## src/rtl/top_level_pkg.sv

```systemverilog
// ---------------------------------------------------------------------------
// top_level_pkg
// Shared constants for the message-encryption engine: FSM state encoding,
// memory map addresses, the LFSR tap table, and small helper functions
// (tap lookup and even parity).
// ---------------------------------------------------------------------------
package top_level_pkg;

  typedef logic [2:0] state_t;

  localparam state_t ST_IDLE    = 3'd0;
  localparam state_t ST_LD_PRE  = 3'd1;
  localparam state_t ST_LD_PTN  = 3'd2;
  localparam state_t ST_LD_SEED = 3'd3;
  localparam state_t ST_ENC     = 3'd4;
  localparam state_t ST_DONE    = 3'd5;

  localparam logic [7:0] PRE_ADDR  = 8'd61;
  localparam logic [7:0] PTN_ADDR  = 8'd62;
  localparam logic [7:0] SEED_ADDR = 8'd63;
  localparam logic [7:0] OUT_BASE  = 8'd64;
  localparam logic [7:0] MSG_MAX   = 8'd49;
  localparam logic [7:0] OUT_LAST  = 8'd63;
  localparam logic [7:0] SPACE     = 8'h20;
  localparam logic [7:0] PT_MAX    = 8'd8;

  localparam logic [6:0] TAP_TABLE [0:8] = '{
    7'h60, 7'h48, 7'h78, 7'h72, 7'h6A, 7'h69, 7'h5C, 7'h7E, 7'h7B
  };

  // Pattern numbers beyond the table fall back to the first entry.
  function automatic logic [6:0] tap_lookup(input logic [7:0] pt_no);
    logic [6:0] taps;
    if (pt_no <= PT_MAX) begin
      taps = TAP_TABLE[pt_no[3:0]];
    end else begin
      taps = TAP_TABLE[0];
    end
    return taps;
  endfunction

  // Bit that makes the total count of ones in {p, t} even.
  function automatic logic even_parity(input logic [6:0] t);
    return ^t;
  endfunction

endpackage

```

## src/rtl/dat_mem.sv

```systemverilog
// ---------------------------------------------------------------------------
// dat_mem
// 256x8 data memory with combinational read and a single synchronous write
// port. Contents have no reset so externally preloaded data survives.
// Ports:
//   clk      - write clock
//   we_i     - write enable
//   waddr_i  - write address
//   wdata_i  - write data
//   raddr_i  - read address
//   rdata_o  - read data (combinational)
// ---------------------------------------------------------------------------
module dat_mem (
  input  logic       clk,
  input  logic       we_i,
  input  logic [7:0] waddr_i,
  input  logic [7:0] wdata_i,
  input  logic [7:0] raddr_i,
  output logic [7:0] rdata_o
);

  logic [7:0] Core [0:255];

  // Asynchronous read path.
  assign rdata_o = Core[raddr_i];

  // Synchronous single-port write; deliberately not reset.
  always_ff @(posedge clk) begin
    if (we_i) begin
      Core[waddr_i] <= wdata_i;
    end
  end

endmodule

```

## src/rtl/top_level.sv

```systemverilog
// ---------------------------------------------------------------------------
// top_level
// Message-encryption engine. After req falls it loads pre_length, pattern
// number and LFSR seed from memory, then produces 64 bytes: each padded
// message byte (ASCII space padding) XORed with a 7-bit LFSR stream, with an
// even-parity bit prepended as bit 7, written to Core[64..127]. ack is held
// high on completion until req returns high.
// Build option: define TAPS_RAW_EN to use Core[62][6:0] directly as the tap
// mask instead of the pattern-number table.
// Ports:
//   clk  - system clock, rising edge
//   init - asynchronous active-low reset
//   req  - start request (run launches when low in idle)
//   ack  - run complete flag
// ---------------------------------------------------------------------------
module top_level (
  input  logic clk,
  input  logic init,
  input  logic req,
  output logic ack
);

  import top_level_pkg::*;

  state_t     state_q, state_d;
  logic [7:0] i_q, i_d;
  logic [6:0] lfsr_q, lfsr_d;
  logic [7:0] pre_q, pre_d;
  logic [6:0] taps_q, taps_d;
  logic       ack_q, ack_d;

  logic [7:0] raddr_s;
  logic [7:0] rdata_s;
  logic       we_s;
  logic [7:0] waddr_s;
  logic [7:0] wdata_s;
  logic [7:0] src_s;
  logic       use_pad_s;
  logic [6:0] pad_s;
  logic [6:0] t_s;
  logic [6:0] lfsr_next_s;

  dat_mem DM (
    .clk     (clk),
    .we_i    (we_s),
    .waddr_i (waddr_s),
    .wdata_i (wdata_s),
    .raddr_i (raddr_s),
    .rdata_o (rdata_s)
  );

  // Encryption datapath: 8-bit wrapping source index, padding select, XOR, parity.
  always_comb begin
    src_s       = i_q - pre_q;
    use_pad_s   = (i_q < pre_q) || (src_s >= MSG_MAX);
    pad_s       = use_pad_s ? SPACE[6:0] : rdata_s[6:0];
    t_s         = pad_s ^ lfsr_q;
    wdata_s     = {even_parity(t_s), t_s};
    waddr_s     = OUT_BASE + i_q;
    lfsr_next_s = {lfsr_q[5:0], ^(lfsr_q & taps_q)};
  end

  // FSM next-state, memory read address and parameter latching.
  always_comb begin
    state_d = state_q;
    i_d     = i_q;
    lfsr_d  = lfsr_q;
    pre_d   = pre_q;
    taps_d  = taps_q;
    ack_d   = ack_q;
    raddr_s = src_s;
    we_s    = 1'b0;
    case (state_q)
      ST_IDLE: begin
        ack_d = 1'b0;
        if (!req) begin
          state_d = ST_LD_PRE;
        end else begin
          state_d = ST_IDLE;
        end
      end
      ST_LD_PRE: begin
        raddr_s = PRE_ADDR;
        pre_d   = rdata_s;
        i_d     = 8'd0;
        state_d = ST_LD_PTN;
      end
      ST_LD_PTN: begin
        raddr_s = PTN_ADDR;
`ifdef TAPS_RAW_EN
        taps_d  = rdata_s[6:0];
`else
        taps_d  = tap_lookup(rdata_s);
`endif
        state_d = ST_LD_SEED;
      end
      ST_LD_SEED: begin
        raddr_s = SEED_ADDR;
        // An all-zero seed would lock the LFSR, so it is forced to 1.
        if (rdata_s[6:0] == 7'h00) begin
          lfsr_d = 7'h01;
        end else begin
          lfsr_d = rdata_s[6:0];
        end
        state_d = ST_ENC;
      end
      ST_ENC: begin
        we_s   = 1'b1;
        lfsr_d = lfsr_next_s;
        i_d    = i_q + 8'd1;
        if (i_q == OUT_LAST) begin
          state_d = ST_DONE;
          ack_d   = 1'b1;
        end else begin
          state_d = ST_ENC;
        end
      end
      ST_DONE: begin
        if (req) begin
          state_d = ST_IDLE;
          ack_d   = 1'b0;
        end else begin
          state_d = ST_DONE;
          ack_d   = 1'b1;
        end
      end
      default: begin
        state_d = ST_IDLE;
        ack_d   = 1'b0;
      end
    endcase
  end

  // State registers with asynchronous active-low reset.
  always_ff @(posedge clk or negedge init) begin
    if (!init) begin
      state_q <= ST_IDLE;
      i_q     <= 8'd0;
      lfsr_q  <= 7'h00;
      pre_q   <= 8'd0;
      taps_q  <= 7'h00;
      ack_q   <= 1'b0;
    end else begin
      state_q <= state_d;
      i_q     <= i_d;
      lfsr_q  <= lfsr_d;
      pre_q   <= pre_d;
      taps_q  <= taps_d;
      ack_q   <= ack_d;
    end
  end

  assign ack = ack_q;

endmodule

```

## config.mk

```make
export PLATFORM = sky130hd
export DESIGN_NAME = top_level
export DESIGN_NICKNAME = d
export VERILOG_FILES = /design/src/rtl/top_level_pkg.sv /design/src/rtl/dat_mem.sv /design/src/rtl/top_level.sv
export SDC_FILE = /design/constraint.sdc
export NUM_CORES = 1
export LEC_CHECK = 0
export ABC_AREA = 1
export ABC_CLOCK_PERIOD_IN_PS = 1600
export CORE_AREA = 4 4 41 43
export CTS_BUF_LIST = sky130_fd_sc_hd__clkbuf_8
export CTS_CLUSTER_DIAMETER = 150
export DETAILED_ROUTE_END_ITERATION = 8
export DIE_AREA = 0 0 45 47
export PLACE_DENSITY_LB_ADDON = 0.12
export SETUP_SLACK_MARGIN = 0.05
export SYNTH_ARGS = -nofsm -noshare
export SYNTH_HDL_FRONTEND = slang
export SYNTH_SLANG_ARGS = --single-unit
```

## constraint.sdc

```tcl
create_clock -name clk -period 1.6 [get_ports clk]
set_input_delay 0.24 -clock clk [delete_from_list [all_inputs] [get_ports clk]]
set_output_delay 0.24 -clock clk [all_outputs]
set_load 0.01 [all_outputs]
```

==> flow_summary_export.csv <==
group,metric,value,unit
timing,drv_slew,0,
yosys,yosysSeqAreaShare,0.456,
power,p_int,643,uW
yosys,synth_fa_ha_area_frac,0.0190,
route,drtPass1Iterations,4,
clock_tree,post-cts-setup-buffers,0,
yosys,post_synth_main_area_contributors,"dfrtp_1 46%, nand2_1 16%, nand3_1 6.1%, inv_1 5.1%, nor2_1 5.1%",
clock_tree,htreeDepth,1,
route,viasPerCell,4.87,
critical_path,path_max_fanout,2,
critical_path,reg2reg_slack,370,ps
route,drtIter0Drc,16,
clock_tree,numCtsBuffers,3,
timing,post-route-period-util,0.842,
yosys,yosys.area.top_type,"dfrtp_1",
critical_path,crit_family,"buffers and inverters",
power,total_leakage_power,0.000369,uW
timing,worst_pin_slew,541,ps
timing,max_clock_freq,743,MHz
critical_path,start_kind,"flop",
route,detail_route.wl_per_cell,11.1,um
global_route,overflow,0,
power,p_comb_frac,0.298,
critical_path,r2r-end,"i_q[6]$_DFFE_PN0P_",
global_route,grt_usage,0.147,
critical_path,slowest_stage,"clkdlybuf4s50_1",
yosys,synth_area,658,sq um
cells_and_area,antenna_cells,0,
clock_tree,cts_resized,0,
global_route,grt_max_degree,13,
timing,setup_viol,0,
floorplanning,placementRows,13,
route,routed_wl,1210,um
cells_and_area,area_growth,13.7,%
critical_path,end_kind,"output pin",
clock_tree,path_clk_slew,50,ps
power,pwr-share-seq,0.437,
power,power.density,1350,nW/um^2
timing,layout_min_cycle_time,1350,ps
timing,hold_violations,0,
cells_and_area,layout_commonest_cell,"nand2_1",
status,status,"finished, final reports clean",
global_route,grt_pass1_vias,490,
cells_and_area,fin_area,748,sq um
clock_tree,clock_sinks,12,
run,max_cap_violations,0,
yosys,synth-simple-area-share,0.361,
critical_path,cp_data_arrival_time,1110,ps
clock_tree,clockRootBuffer,"clkbuf_8",
timing,fin_setup_tns,0,ps
yosys,synth_top_area_share,0.456,
floorplanning,pin_count,4,
timing,rsz0062_at_grt,"no",
yosys,ys_types,18,
clock_tree,insertion_delay,240,ps
yosys,yosys.area_share.xor_xnor,0,
power,p_sw_frac,0.364,
timing,max_slew_margin,0.638,
yosys,ys_warn_count,0,
yosys,ys_seq_elements,12,
floorplanning,start_util,0.506,
cells_and_area,nets,100,
clock_tree,clockBufferDepth,2,
timing,clock_skew,2.13,ps
placed_design,portBuffers,3,
placed_design,placedInstanceArea,707,sq um
yosys,postSynthCellCount,88,
yosys,syn_nets,92,
critical_path,crit_path_cell_trace,"clkdlybuf4s50_1",
critical_path,timing_worst_setup_path_type,"flop to output pin",
floorplanning,coreArea,1300,sq um
floorplanning,dieArea,2120,sq um
floorplanning,die_y,47,um
yosys,synth-compound-area-share,0.0913,
yosys,synth_mux_area_frac,0,
floorplanning,die_w,45,um
critical_path,required,1360,ps
yosys,synth_top_family_by_area,"simple AND/OR/NAND/NOR gates",
placed_design,dp_hpwl,853,um
power,ir_worst_vdd,0.942,mV
yosys,syn_area_per_cell,7.48,sq um
clock_tree,ctsHoldBuffers,0,
power,switching_power,368,uW
global_route,grt_pass1_wl,2160,um
critical_path,reg2reg_from,"i_q[0]$_DFFE_PN0P_",
global_route,antenna_found_initial,0,
hold_path,hold_class,"input pin to async pin",
power,clockPowerShare,0.265,
cells_and_area,drive_above_1_share,0.138,
placed_design,place.gp.congestion,0.819,
route,antenna_left,0,
route,num_vias,531,
critical_path,path_buf_inv,1,
clock_tree,tritoncts,"yes",
critical_path,crit_path_max_incr_delay,530,ps
critical_path,reg2reg_depth,8,
route,drc,0,
cells_and_area,final_cell_mix,"28 x nand2_1, 12 x dfrtp_1, 9 x inv_1, 9 x nor2_1, 8 x nand3_1",
cell usage after synthesis:
cell type and count:
nand2_1 28, dfrtp_1 12, inv_1 9, nor2_1 9
nand3_1 8, nor2_2 4, a21oi_1 3, o21ai_0 3
inv_2 2, o21ai_1 2, a31oi_1 1, ha_1 1
inv_4 1, nand2_2 1, nand3_2 1, nand3_4 1
o22ai_1 1, o31ai_1 1
cells by family after synthesis:
group	count (synthesis)
flops	12
compound gates	11
buf+inv	12
simple gates	52
fa+ha+maj	1
final cells by class:
cell class | instances | area [sq um]
well taps | 15 | 18.8
inverters | 12 | 47.5
fillers | 131 | 553
repair buffers | 3 | 30.0
flip-flops and latches | 12 | 300
clock buffers | 3 | 41.3
multi-input cells | 64 | 310
power by group through the flow:
stage	Sequential, uW	Clock, uW	Combinational [uW]
after CTS	441	281	308
after floorplan	437	0	227
after detailed placement	446	0	306
after global placement	444	0	307
final	441	268	301
after global routing	455	298	344
flip-flops by register name (all words and copies together) (netlist names):
| register | count |
|---|---|
| ack | 1 |
| i_q | 8 |
| state_q | 3 |
through the flow:
stage | std cells | total power, uW | hold slack (ps) | worst slack [ps] | util
2_1_floorplan | 88 | 664 | -55.6 | 462 | -
3_3_place_gp | 106 | 750 | 455 | 420 | 0.543
3_5_place_dp | 106 | 752 | 476 | 387 | 0.543
4_1_cts | 109 | 1030 | 375 | 241 | 0.575
5_1_grt | 109 | 1100 | 397 | 199 | 0.575
6_report | 109 | 1010 | 358 | 254 | 0.575
metal layers:
metal	global-route usage	vias to the layer above	wire length (um)
met2	0.215	7	529
met4	0.0877	0	17
met5	0	-	0
li1	-	290	-
met3	0.0460	2	52
met1	0.191	232	606
worst max path at each step:
stage | startpoint | to | slack [ps] | depth (start not counted)
2_1_floorplan | i_q[0]$_DFFE_PN0P_ | i_q[6]$_DFFE_PN0P_ | 460 | 8
4_1_cts | ack$_DFFE_PN0P_ | ack | 240 | 1
6_report | ack$_DFFE_PN0P_ | ack | 250 | 1
5_1_grt | ack$_DFFE_PN0P_ | ack | 200 | 1
3_5_place_dp | i_q[0]$_DFFE_PN0P_ | i_q[6]$_DFFE_PN0P_ | 390 | 8
3_3_place_gp | i_q[0]$_DFFE_PN0P_ | i_q[6]$_DFFE_PN0P_ | 420 | 8
No activity file was read; power rests on OpenSTA's default activity.
